[config.mk]
export PLATFORM = sky130hd
export DESIGN_NAME = uart_mem_bridge
export DESIGN_NICKNAME = d
export VERILOG_FILES = /design/src/rtl/uart_mem_bridge_pkg.sv /design/src/rtl/uart_mem_bridge_tx_sequencer.sv /design/src/rtl/uart_mem_bridge.sv
export SDC_FILE = /design/constraint.sdc
export NUM_CORES = 1
export LEC_CHECK = 0
export ABC_AREA = 1
export BUFFER_PORTS_ARGS = -buffer_cell sky130_fd_sc_hd__buf_2
export CAP_MARGIN = 20
export CORE_MARGIN = 1.5
export CORE_UTILIZATION = 39
export CTS_BUF_LIST = sky130_fd_sc_hd__clkbuf_8
export DETAILED_ROUTE_END_ITERATION = 10
export SETUP_SLACK_MARGIN = 0.1
export SYNTH_ARGS = -nofsm -noshare
export SYNTH_HDL_FRONTEND = slang
export SYNTH_SLANG_ARGS = --single-unit
[constraint.sdc]
create_clock -name clk -period 7.06 [get_ports clk]
set_clock_uncertainty 0.15 [all_clocks]
set_input_delay 0.706 -clock clk [delete_from_list [all_inputs] [get_ports clk]]
set_output_delay 0.706 -clock clk [all_outputs]
set_load 0.02 [all_outputs]
[src/rtl/uart_mem_bridge_pkg.sv]
`default_nettype none
// +----------------------------------------------------------------------+
// | uart_mem_bridge_pkg: shared types and frame constants for the bridge |
// | Optional feature macro: UART_MEM_BRIDGE_CHECKSUM_EN                  |
// | Revision: 1.0                                                        |
// +----------------------------------------------------------------------+
package uart_mem_bridge_pkg;

  localparam logic [7:0] CMD_WRITE     = 8'h57;
  localparam logic [7:0] CMD_READ      = 8'h52;
  localparam logic [7:0] RSP_ACK       = 8'h06;
  localparam logic [7:0] RSP_NAK       = 8'h15;
  localparam int         MAX_RSP_BYTES = 5;
  localparam int         RSP_W         = 8 * MAX_RSP_BYTES;

  typedef enum logic [3:0] {
    S_IDLE       = 4'd0,
    S_GET_ADDR   = 4'd1,
    S_GET_DATA   = 4'd2,
`ifdef UART_MEM_BRIDGE_CHECKSUM_EN
    S_GET_CSUM   = 4'd3,
`endif
    S_DO_WRITE   = 4'd4,
    S_DO_READ    = 4'd5,
    S_WAIT_RDATA = 4'd6,
    S_SEND       = 4'd7
  } state_t;

  typedef enum logic [1:0] {
    TX_IDLE      = 2'd0,
    TX_SEND      = 2'd1,
    TX_SEND_LOW  = 2'd2,
    TX_SEND_HIGH = 2'd3
  } tx_state_t;

  function automatic logic [7:0] xor4(input logic [31:0] w);
    return w[31:24] ^ w[23:16] ^ w[15:8] ^ w[7:0];
  endfunction

endpackage
`default_nettype wire

[src/rtl/uart_mem_bridge_tx_sequencer.sv]
`default_nettype none
// +----------------------------------------------------------------------+
// | uart_tx_sequencer: shifts out a reply frame, byte by byte, using the |
// | tx_ready handshake; pulses done after the last byte has drained.     |
// | Revision: 1.0                                                        |
// +----------------------------------------------------------------------+
module uart_tx_sequencer
  import uart_mem_bridge_pkg::*;
#(
  parameter int TIMEOUT_CYCLES = 50000000
) (
  input  logic             clk,
  input  logic             rst,
  input  logic             load,
  input  logic [RSP_W-1:0] load_bytes,
  input  logic [2:0]       load_cnt,
  input  logic             tx_ready,
  output logic [7:0]       tx_data,
  output logic             tx_start,
  output logic             done
);

  localparam int TW = $clog2(TIMEOUT_CYCLES + 1);

  tx_state_t        state_q, state_d;
  logic [RSP_W-1:0] shreg_q, shreg_d;
  logic [2:0]       cnt_q, cnt_d;
  logic [TW-1:0]    tmo_q, tmo_d;

  // Reply bytes are stored MSB-first; the head byte is always on tx_data.
  assign tx_data = shreg_q[RSP_W-1 -: 8];

  always_comb begin
    state_d  = state_q;
    shreg_d  = shreg_q;
    cnt_d    = cnt_q;
    tmo_d    = tmo_q;
    tx_start = 1'b0;
    done     = 1'b0;
    case (state_q)
      TX_IDLE: begin
        if (load) begin
          shreg_d = load_bytes;
          cnt_d   = load_cnt;
          state_d = TX_SEND;
        end
      end
      TX_SEND: begin
        // Gating with tx_ready keeps tx_start from ever firing into a busy UART.
        if (tx_ready) begin
          tx_start = 1'b1;
          shreg_d  = shreg_q << 8;
          cnt_d    = cnt_q - 3'd1;
          tmo_d    = '0;
          state_d  = TX_SEND_LOW;
        end
      end
      TX_SEND_LOW: begin
        if (!tx_ready || tmo_q == TW'(TIMEOUT_CYCLES - 1)) begin
          tmo_d   = '0;
          state_d = TX_SEND_HIGH;
        end else begin
          tmo_d = tmo_q + TW'(1);
        end
      end
      TX_SEND_HIGH: begin
        if (tx_ready) begin
          if (cnt_q == 3'd0) begin
            done    = 1'b1;
            state_d = TX_IDLE;
          end else begin
            state_d = TX_SEND;
          end
        end
      end
      default: state_d = TX_IDLE;
    endcase
  end

  always_ff @(posedge clk or posedge rst) begin
    if (rst) begin
      state_q <= TX_IDLE;
      shreg_q <= '0;
      cnt_q   <= '0;
      tmo_q   <= '0;
    end else begin
      state_q <= state_d;
      shreg_q <= shreg_d;
      cnt_q   <= cnt_d;
      tmo_q   <= tmo_d;
    end
  end

endmodule
`default_nettype wire

[src/rtl/uart_mem_bridge.sv]
`default_nettype none
// +----------------------------------------------------------------------+
// | uart_mem_bridge: decodes host read/write frames from a UART into     |
// | single-word memory accesses and returns the reply frame.             |
// | Optional feature macro: UART_MEM_BRIDGE_CHECKSUM_EN (XOR checksums)  |
// | Revision: 1.0                                                        |
// +----------------------------------------------------------------------+
module uart_mem_bridge
  import uart_mem_bridge_pkg::*;
#(
  parameter  int ADDR_BYTES     = 2,
  parameter  int TIMEOUT_CYCLES = 50000000,
  localparam int ADDR_W         = 8 * ADDR_BYTES
) (
  input  logic              clk,
  input  logic              rst,
  input  logic [7:0]        rx_data,
  input  logic              rx_valid,
  output logic [7:0]        tx_data,
  output logic              tx_start,
  input  logic              tx_ready,
  output logic [ADDR_W-1:0] mem_addr,
  output logic [31:0]       mem_wdata,
  output logic              mem_we,
  output logic              mem_re,
  input  logic [31:0]       mem_rdata,
  input  logic              mem_rvalid,
  output logic              busy,
  output logic              err_timeout,
  output logic              err_cmd,
  output logic              err_overrun
);

  localparam int         TW        = $clog2(TIMEOUT_CYCLES + 1);
  localparam logic [2:0] ADDR_LAST = 3'(ADDR_BYTES - 1);

`ifdef UART_MEM_BRIDGE_CHECKSUM_EN
  localparam state_t S_READ_NEXT  = S_GET_CSUM;
  localparam state_t S_WRITE_NEXT = S_GET_CSUM;
`else
  localparam state_t S_READ_NEXT  = S_DO_READ;
  localparam state_t S_WRITE_NEXT = S_DO_WRITE;
`endif

  state_t            state_q, state_d;
  logic              is_write_q, is_write_d;
  logic [2:0]        cnt_q, cnt_d;
  logic [TW-1:0]     tmo_q, tmo_d;
  logic [ADDR_W-1:0] addr_q, addr_d;
  logic [31:0]       wdata_q, wdata_d;
  logic              mem_we_q, mem_we_d;
  logic              mem_re_q, mem_re_d;
  logic              busy_q, busy_d;
  logic              err_timeout_q, err_timeout_d;
  logic              err_cmd_q, err_cmd_d;
  logic              err_overrun_q, err_overrun_d;
`ifdef UART_MEM_BRIDGE_CHECKSUM_EN
  logic [7:0]        csum_q, csum_d;
`endif

  logic              collecting;
  logic              rsp_load;
  logic [RSP_W-1:0]  rsp_bytes;
  logic [2:0]        rsp_cnt;
  logic              seq_done;

`ifdef UART_MEM_BRIDGE_CHECKSUM_EN
  assign collecting = (state_q == S_GET_ADDR) || (state_q == S_GET_DATA) ||
                      (state_q == S_GET_CSUM);
`else
  assign collecting = (state_q == S_GET_ADDR) || (state_q == S_GET_DATA);
`endif

  always_comb begin
    state_d       = state_q;
    is_write_d    = is_write_q;
    cnt_d         = cnt_q;
    tmo_d         = tmo_q;
    addr_d        = addr_q;
    wdata_d       = wdata_q;
    err_timeout_d = 1'b0;
    err_cmd_d     = 1'b0;
    err_overrun_d = 1'b0;
    rsp_load      = 1'b0;
    rsp_bytes     = '0;
    rsp_cnt       = 3'd0;
`ifdef UART_MEM_BRIDGE_CHECKSUM_EN
    csum_d        = csum_q;
`endif
    case (state_q)
      S_IDLE: begin
        cnt_d = '0;
        tmo_d = '0;
        if (rx_valid) begin
          if (rx_data == CMD_WRITE || rx_data == CMD_READ) begin
            is_write_d = (rx_data == CMD_WRITE);
            state_d    = S_GET_ADDR;
`ifdef UART_MEM_BRIDGE_CHECKSUM_EN
            csum_d     = rx_data;
`endif
          end else begin
            err_cmd_d = 1'b1;
            rsp_load  = 1'b1;
            rsp_bytes = {RSP_NAK, 32'h0};
            rsp_cnt   = 3'd1;
            state_d   = S_SEND;
          end
        end
      end
      S_GET_ADDR: begin
        if (rx_valid) begin
          addr_d = (addr_q << 8) | ADDR_W'(rx_data);
`ifdef UART_MEM_BRIDGE_CHECKSUM_EN
          csum_d = csum_q ^ rx_data;
`endif
          if (cnt_q == ADDR_LAST) begin
            cnt_d   = '0;
            state_d = is_write_q ? S_GET_DATA : S_READ_NEXT;
          end else begin
            cnt_d = cnt_q + 3'd1;
          end
        end
      end
      S_GET_DATA: begin
        if (rx_valid) begin
          wdata_d = {wdata_q[23:0], rx_data};
`ifdef UART_MEM_BRIDGE_CHECKSUM_EN
          csum_d  = csum_q ^ rx_data;
`endif
          if (cnt_q == 3'd3) begin
            cnt_d   = '0;
            state_d = S_WRITE_NEXT;
          end else begin
            cnt_d = cnt_q + 3'd1;
          end
        end
      end
`ifdef UART_MEM_BRIDGE_CHECKSUM_EN
      S_GET_CSUM: begin
        if (rx_valid) begin
          if (rx_data == csum_q) begin
            state_d = is_write_q ? S_DO_WRITE : S_DO_READ;
          end else begin
            err_cmd_d = 1'b1;
            rsp_load  = 1'b1;
            rsp_bytes = {RSP_NAK, 32'h0};
            rsp_cnt   = 3'd1;
            state_d   = S_SEND;
          end
        end
      end
`endif
      S_DO_WRITE: begin
        rsp_load  = 1'b1;
        rsp_bytes = {RSP_ACK, 32'h0};
        rsp_cnt   = 3'd1;
        state_d   = S_SEND;
      end
      S_DO_READ: begin
        tmo_d   = '0;
        state_d = S_WAIT_RDATA;
      end
      S_WAIT_RDATA: begin
        // mem_re is high only during DO_READ, so a same-cycle rvalid never lands here.
        if (mem_rvalid) begin
          rsp_load = 1'b1;
`ifdef UART_MEM_BRIDGE_CHECKSUM_EN
          rsp_bytes = {mem_rdata, xor4(mem_rdata)};
          rsp_cnt   = 3'd5;
`else
          rsp_bytes = {mem_rdata, 8'h00};
          rsp_cnt   = 3'd4;
`endif
          state_d = S_SEND;
        end else if (tmo_q == TW'(TIMEOUT_CYCLES - 1)) begin
          err_timeout_d = 1'b1;
          rsp_load      = 1'b1;
          rsp_bytes     = {RSP_NAK, 32'h0};
          rsp_cnt       = 3'd1;
          state_d       = S_SEND;
        end else begin
          tmo_d = tmo_q + TW'(1);
        end
      end
      S_SEND: begin
        if (seq_done) state_d = S_IDLE;
      end
      default: state_d = S_IDLE;
    endcase

    // Inter-byte timeout; an arriving byte beats a simultaneous expiry.
    if (collecting) begin
      if (rx_valid) begin
        tmo_d = '0;
      end else if (tmo_q == TW'(TIMEOUT_CYCLES - 1)) begin
        err_timeout_d = 1'b1;
        tmo_d         = '0;
        cnt_d         = '0;
        state_d       = S_IDLE;
      end else begin
        tmo_d = tmo_q + TW'(1);
      end
    end

    if (rx_valid && !collecting && state_q != S_IDLE) err_overrun_d = 1'b1;

    mem_we_d = (state_d == S_DO_WRITE);
    mem_re_d = (state_d == S_DO_READ);
    busy_d   = (state_d != S_IDLE);
  end

  always_ff @(posedge clk or posedge rst) begin
    if (rst) begin
      state_q       <= S_IDLE;
      is_write_q    <= 1'b0;
      cnt_q         <= '0;
      tmo_q         <= '0;
      addr_q        <= '0;
      wdata_q       <= '0;
      mem_we_q      <= 1'b0;
      mem_re_q      <= 1'b0;
      busy_q        <= 1'b0;
      err_timeout_q <= 1'b0;
      err_cmd_q     <= 1'b0;
      err_overrun_q <= 1'b0;
`ifdef UART_MEM_BRIDGE_CHECKSUM_EN
      csum_q        <= '0;
`endif
    end else begin
      state_q       <= state_d;
      is_write_q    <= is_write_d;
      cnt_q         <= cnt_d;
      tmo_q         <= tmo_d;
      addr_q        <= addr_d;
      wdata_q       <= wdata_d;
      mem_we_q      <= mem_we_d;
      mem_re_q      <= mem_re_d;
      busy_q        <= busy_d;
      err_timeout_q <= err_timeout_d;
      err_cmd_q     <= err_cmd_d;
      err_overrun_q <= err_overrun_d;
`ifdef UART_MEM_BRIDGE_CHECKSUM_EN
      csum_q        <= csum_d;
`endif
    end
  end

  assign mem_addr    = addr_q;
  assign mem_wdata   = wdata_q;
  assign mem_we      = mem_we_q;
  assign mem_re      = mem_re_q;
  assign busy        = busy_q;
  assign err_timeout = err_timeout_q;
  assign err_cmd     = err_cmd_q;
  assign err_overrun = err_overrun_q;

  uart_tx_sequencer #(
    .TIMEOUT_CYCLES(TIMEOUT_CYCLES)
  ) u_tx_seq (
    .clk       (clk),
    .rst       (rst),
    .load      (rsp_load),
    .load_bytes(rsp_bytes),
    .load_cnt  (rsp_cnt),
    .tx_ready  (tx_ready),
    .tx_data   (tx_data),
    .tx_start  (tx_start),
    .done      (seq_done)
  );

endmodule
`default_nettype wire

==> results_dict.tcl <==
set metrics [dict create \
    cellPowerDensity_nw_per_um2 314 \
    syn_area_per_cell_um2 7.93 \
    grt_busiest_layer "met2" \
    cts_tree "yes" \
    fin_area_um2 9370 \
    max_freq_mhz 356 \
    coreArea_um2 21000 \
    n_fill_cell 2149 \
    cp-start-kind "register" \
    layout_min_cycle_time_ns 2.81 \
    place_congestion 0.861 \
    grtUsageMet3_pct 4.95 \
    grt_pass1_wl_um 32900 \
    cts-root-buf "clkbuf_8" \
    fin_tns_setup_ns 0 \
    syn_to_final_growth_pct 12.7 \
    nets 1197 \
    row_count 53 \
    portBuffers 107 \
    worstMarginPinSlew_ns 0.982 \
    cts_made_buffers 17 \
    power_mw 2.94 \
    layoutNonFillerInstCount 1429 \
    hold_viol_final 0 \
    viasPerCell 4.94 \
    crit_buf_inv 1 \
    seq_area_um2 3780 \
    grt_pass1_vias 6827 \
    synth_edf_count 0 \
    io_pins 108 \
    synthCells 1048 \
    vias 7061 \
    place_ws_ns 4.20 \
    synth_cell_types 47 \
    final_layout_size_suffix_gt1_share_pct 20.1 \
    min_path_type "in2async" \
    mostFrequentLayoutCell "nand2_1" \
    finalMaxSlewViolations 0 \
    clk_pin_slew_ns 0.09 \
    ys_seq_area_share_pct 45.4 \
    critPathRequiredTime_ns 7.22 \
    worstSkewPairLatency_ns 0.45 \
    antenna_found_initial 2 \
    dpl_cell_area_um2 8950 \
    grt-ovfl-total 0 \
    place_inst 1396 \
    mostFrequentLayoutCells "nand2_1, dfrtp_1, inv_1" \
    crit_family "simple AND/OR/NAND/NOR gates" \
    timing.final.crit_share_pct 39.8 \
    die_y_um 149 \
    holdWs_ns 0.206 \
    routed_wl_um 19500 \
    maxCapViolCount 0 \
    cp_common_cell "nand2_2" \
    drcViolationCount 0 \
    yosys.area_share.xor_xnor_pct 1.26 \
    utilization_pct 44.7 \
    ys_async_sr_fraction_pct 100 \
    cts.sinks 151 \
    cts_resized 0 \
    dp_hpwl_um 14000 \
    grt_max_degree 79 \
    cts_buffer_depth 2 \
    max_stage_delay_ns 0.64 \
    cts_max_level 4 \
    post-cts-setup-buffers 0 \
    drtAntennaViolNets 0 \
    setup_slack_ns 4.25 \
    worstPathCellList "ha_1, nand3_2, inv_2, nand2_2, nor2_4, nand2_2, nand2_2, nand2_4, nand3_4, nand3_4, nand2_1, o21ai_2" \
    die_w_um 149 \
    setup_viol 0 \
    wl_per_cell_um 13.6 \
    grt_setup_unrepaired "false" \
    outcome "complete, no violations" \
    synth_compound_area_share_pct 11.9 \
    endpoint_kind "register" \
    synth_simple_gate_area_share_pct 28.6 \
    met1_usage_pct 25.1 \
    yosys_warnings 0 \
    multi_input_area_um2 3800 \
    synth_nets 1105 \
    synth_top_flop_cell "dfrtp_1" \
    dieArea_um2 22200 \
    ir_worst_vdd_mv 0.205 \
    yosys_register_bits 151 \
    p_leak_nw 4.63 \
    crit_type "reg2reg" \
    synth.area.mux_share_pct 2.17 \
    critPathMaxFanout 64 \
    use_met2_pct 28.9 \
    synth_top_family_by_area "simple AND/OR/NAND/NOR gates" \
    cp.arrival_ns 2.97 \
    synth_fa_ha_area_share_pct 1.81 \
    track_usage_pct 18.4 \
    first_iter_violations 473 \
    ctsHoldBuffers 0 \
    maxSlewHeadroom_pct 34.5 \
    cp_slowest_cell "nand3_4" \
    synthesis.area_um2 8320 \
    firstDrtPassIters 5 \
    initial_core_util_pct 39.7 \
]
==> flip-flops by register name, summed over array words and instances, names as in the netlist <==
register          flops
tmo_q                26
mem_addr             16
u_tx_seq.tmo_q       26
is_write_q            1
u_tx_seq.shreg_q     32
err_timeout           1
mem_re                1
u_tx_seq.cnt_q        3
mem_wdata            32
state_q               4
busy                  1
u_tx_seq.state_q      2
cnt_q                 3
mem_we                1
err_overrun           1
err_cmd               1
==> synthesized netlist by cell type (10+ instances only) <==
cell type | n | area share [%]
o21ai_2 | 30 | 3.2
dfrtp_1 | 151 | 45
a22oi_1 | 20 | 1.8
nor3_1 | 26 | 1.6
nand3_1 | 62 | 3.7
nand2_1 | 278 | 13
o21ai_0 | 47 | 2.8
buf_4 | 11 | 0.99
ha_1 | 12 | 1.8
buf_6 | 11 | 1.5
a21oi_1 | 38 | 2.3
nor2_1 | 112 | 5.1
nand2_2 | 18 | 1.4
nand4_1 | 18 | 1.4
mux2_2 | 16 | 2.2
xor2_1 | 10 | 1.1
inv_1 | 114 | 5.1
==> area by class of cell <==
cell class                      instances  area share [%]
Clock buffer                           20            2.94
Sequential cell                       151            40.3
Multi-Input combinational cell        736            40.5
Inverter                              124            5.05
Timing Repair Buffer                  110            5.95
Clock inverter                         12            1.50
Antenna cell                            1          0.0267
Tap cell                              275            3.67
==> report_power, final <==
part	total (mW)	switching, mW	leakage (nW)	internal (mW)
clock	0.700	0.351	0.214	0.349
sequential	1.17	0.127	2.03	1.04
combinational	1.08	0.769	2.39	0.307
total	2.94	1.25	4.63	1.70
==> logic make-up (layout without fill, tap and decap cells) <==
kind of cell	after synthesis	count (layout)
other cells	1	2
flops	151	151
simple gates	541	541
buf+inv	161	266
fa+ha+maj	12	12
compound gates	154	154
mux	16	16
xor+xnor	12	12
==> worst paths after layout <==
kind	start	to	slack, ns	depth (start not counted)
worst max-delay path	tmo_q[0]$_DFFE_PP0P_	u_tx_seq.shreg_q[33]$_DFFE_PP0P_	4.25	12
worst min-delay path	rst	u_tx_seq.shreg_q[13]$_DFFE_PP0P_	0.21	2
worst max register to register	tmo_q[0]$_DFFE_PP0P_	u_tx_seq.shreg_q[33]$_DFFE_PP0P_	4.25	12
worst min register to register	u_tx_seq.shreg_q[38]$_DFFE_PP0P_	u_tx_seq.shreg_q[38]$_DFFE_PP0P_	0.34	2
max in group asynchronous	rst	tmo_q[6]$_DFFE_PP0P_	5.10	3
min in group clk	u_tx_seq.shreg_q[38]$_DFFE_PP0P_	u_tx_seq.shreg_q[38]$_DFFE_PP0P_	0.34	2
==> worst reg2reg max path: stages (launching register included) <==
cell and delay [ns]:
dfrtp_1 0.40, ha_1 0.30, nand3_2 0.13, inv_2 0.14, nand2_2 0.08, nor2_4 0.10
nand2_2 0.07, nand2_2 0.07, nand2_4 0.07, nand3_4 0.11, nand3_4 0.64, nand2_1 0.33
o21ai_2 0.08
==> metal layers <==
layer  up-vias  share of wire (%)  wire length, um
met2       167                 46             8910
met3        16                5.9             1150
li1       3566                  -                -
met1      3310                 47             9190
met5         -              0.067               13
met4         2                1.0              195
No activity file was read; power rests on OpenSTA's default activity.
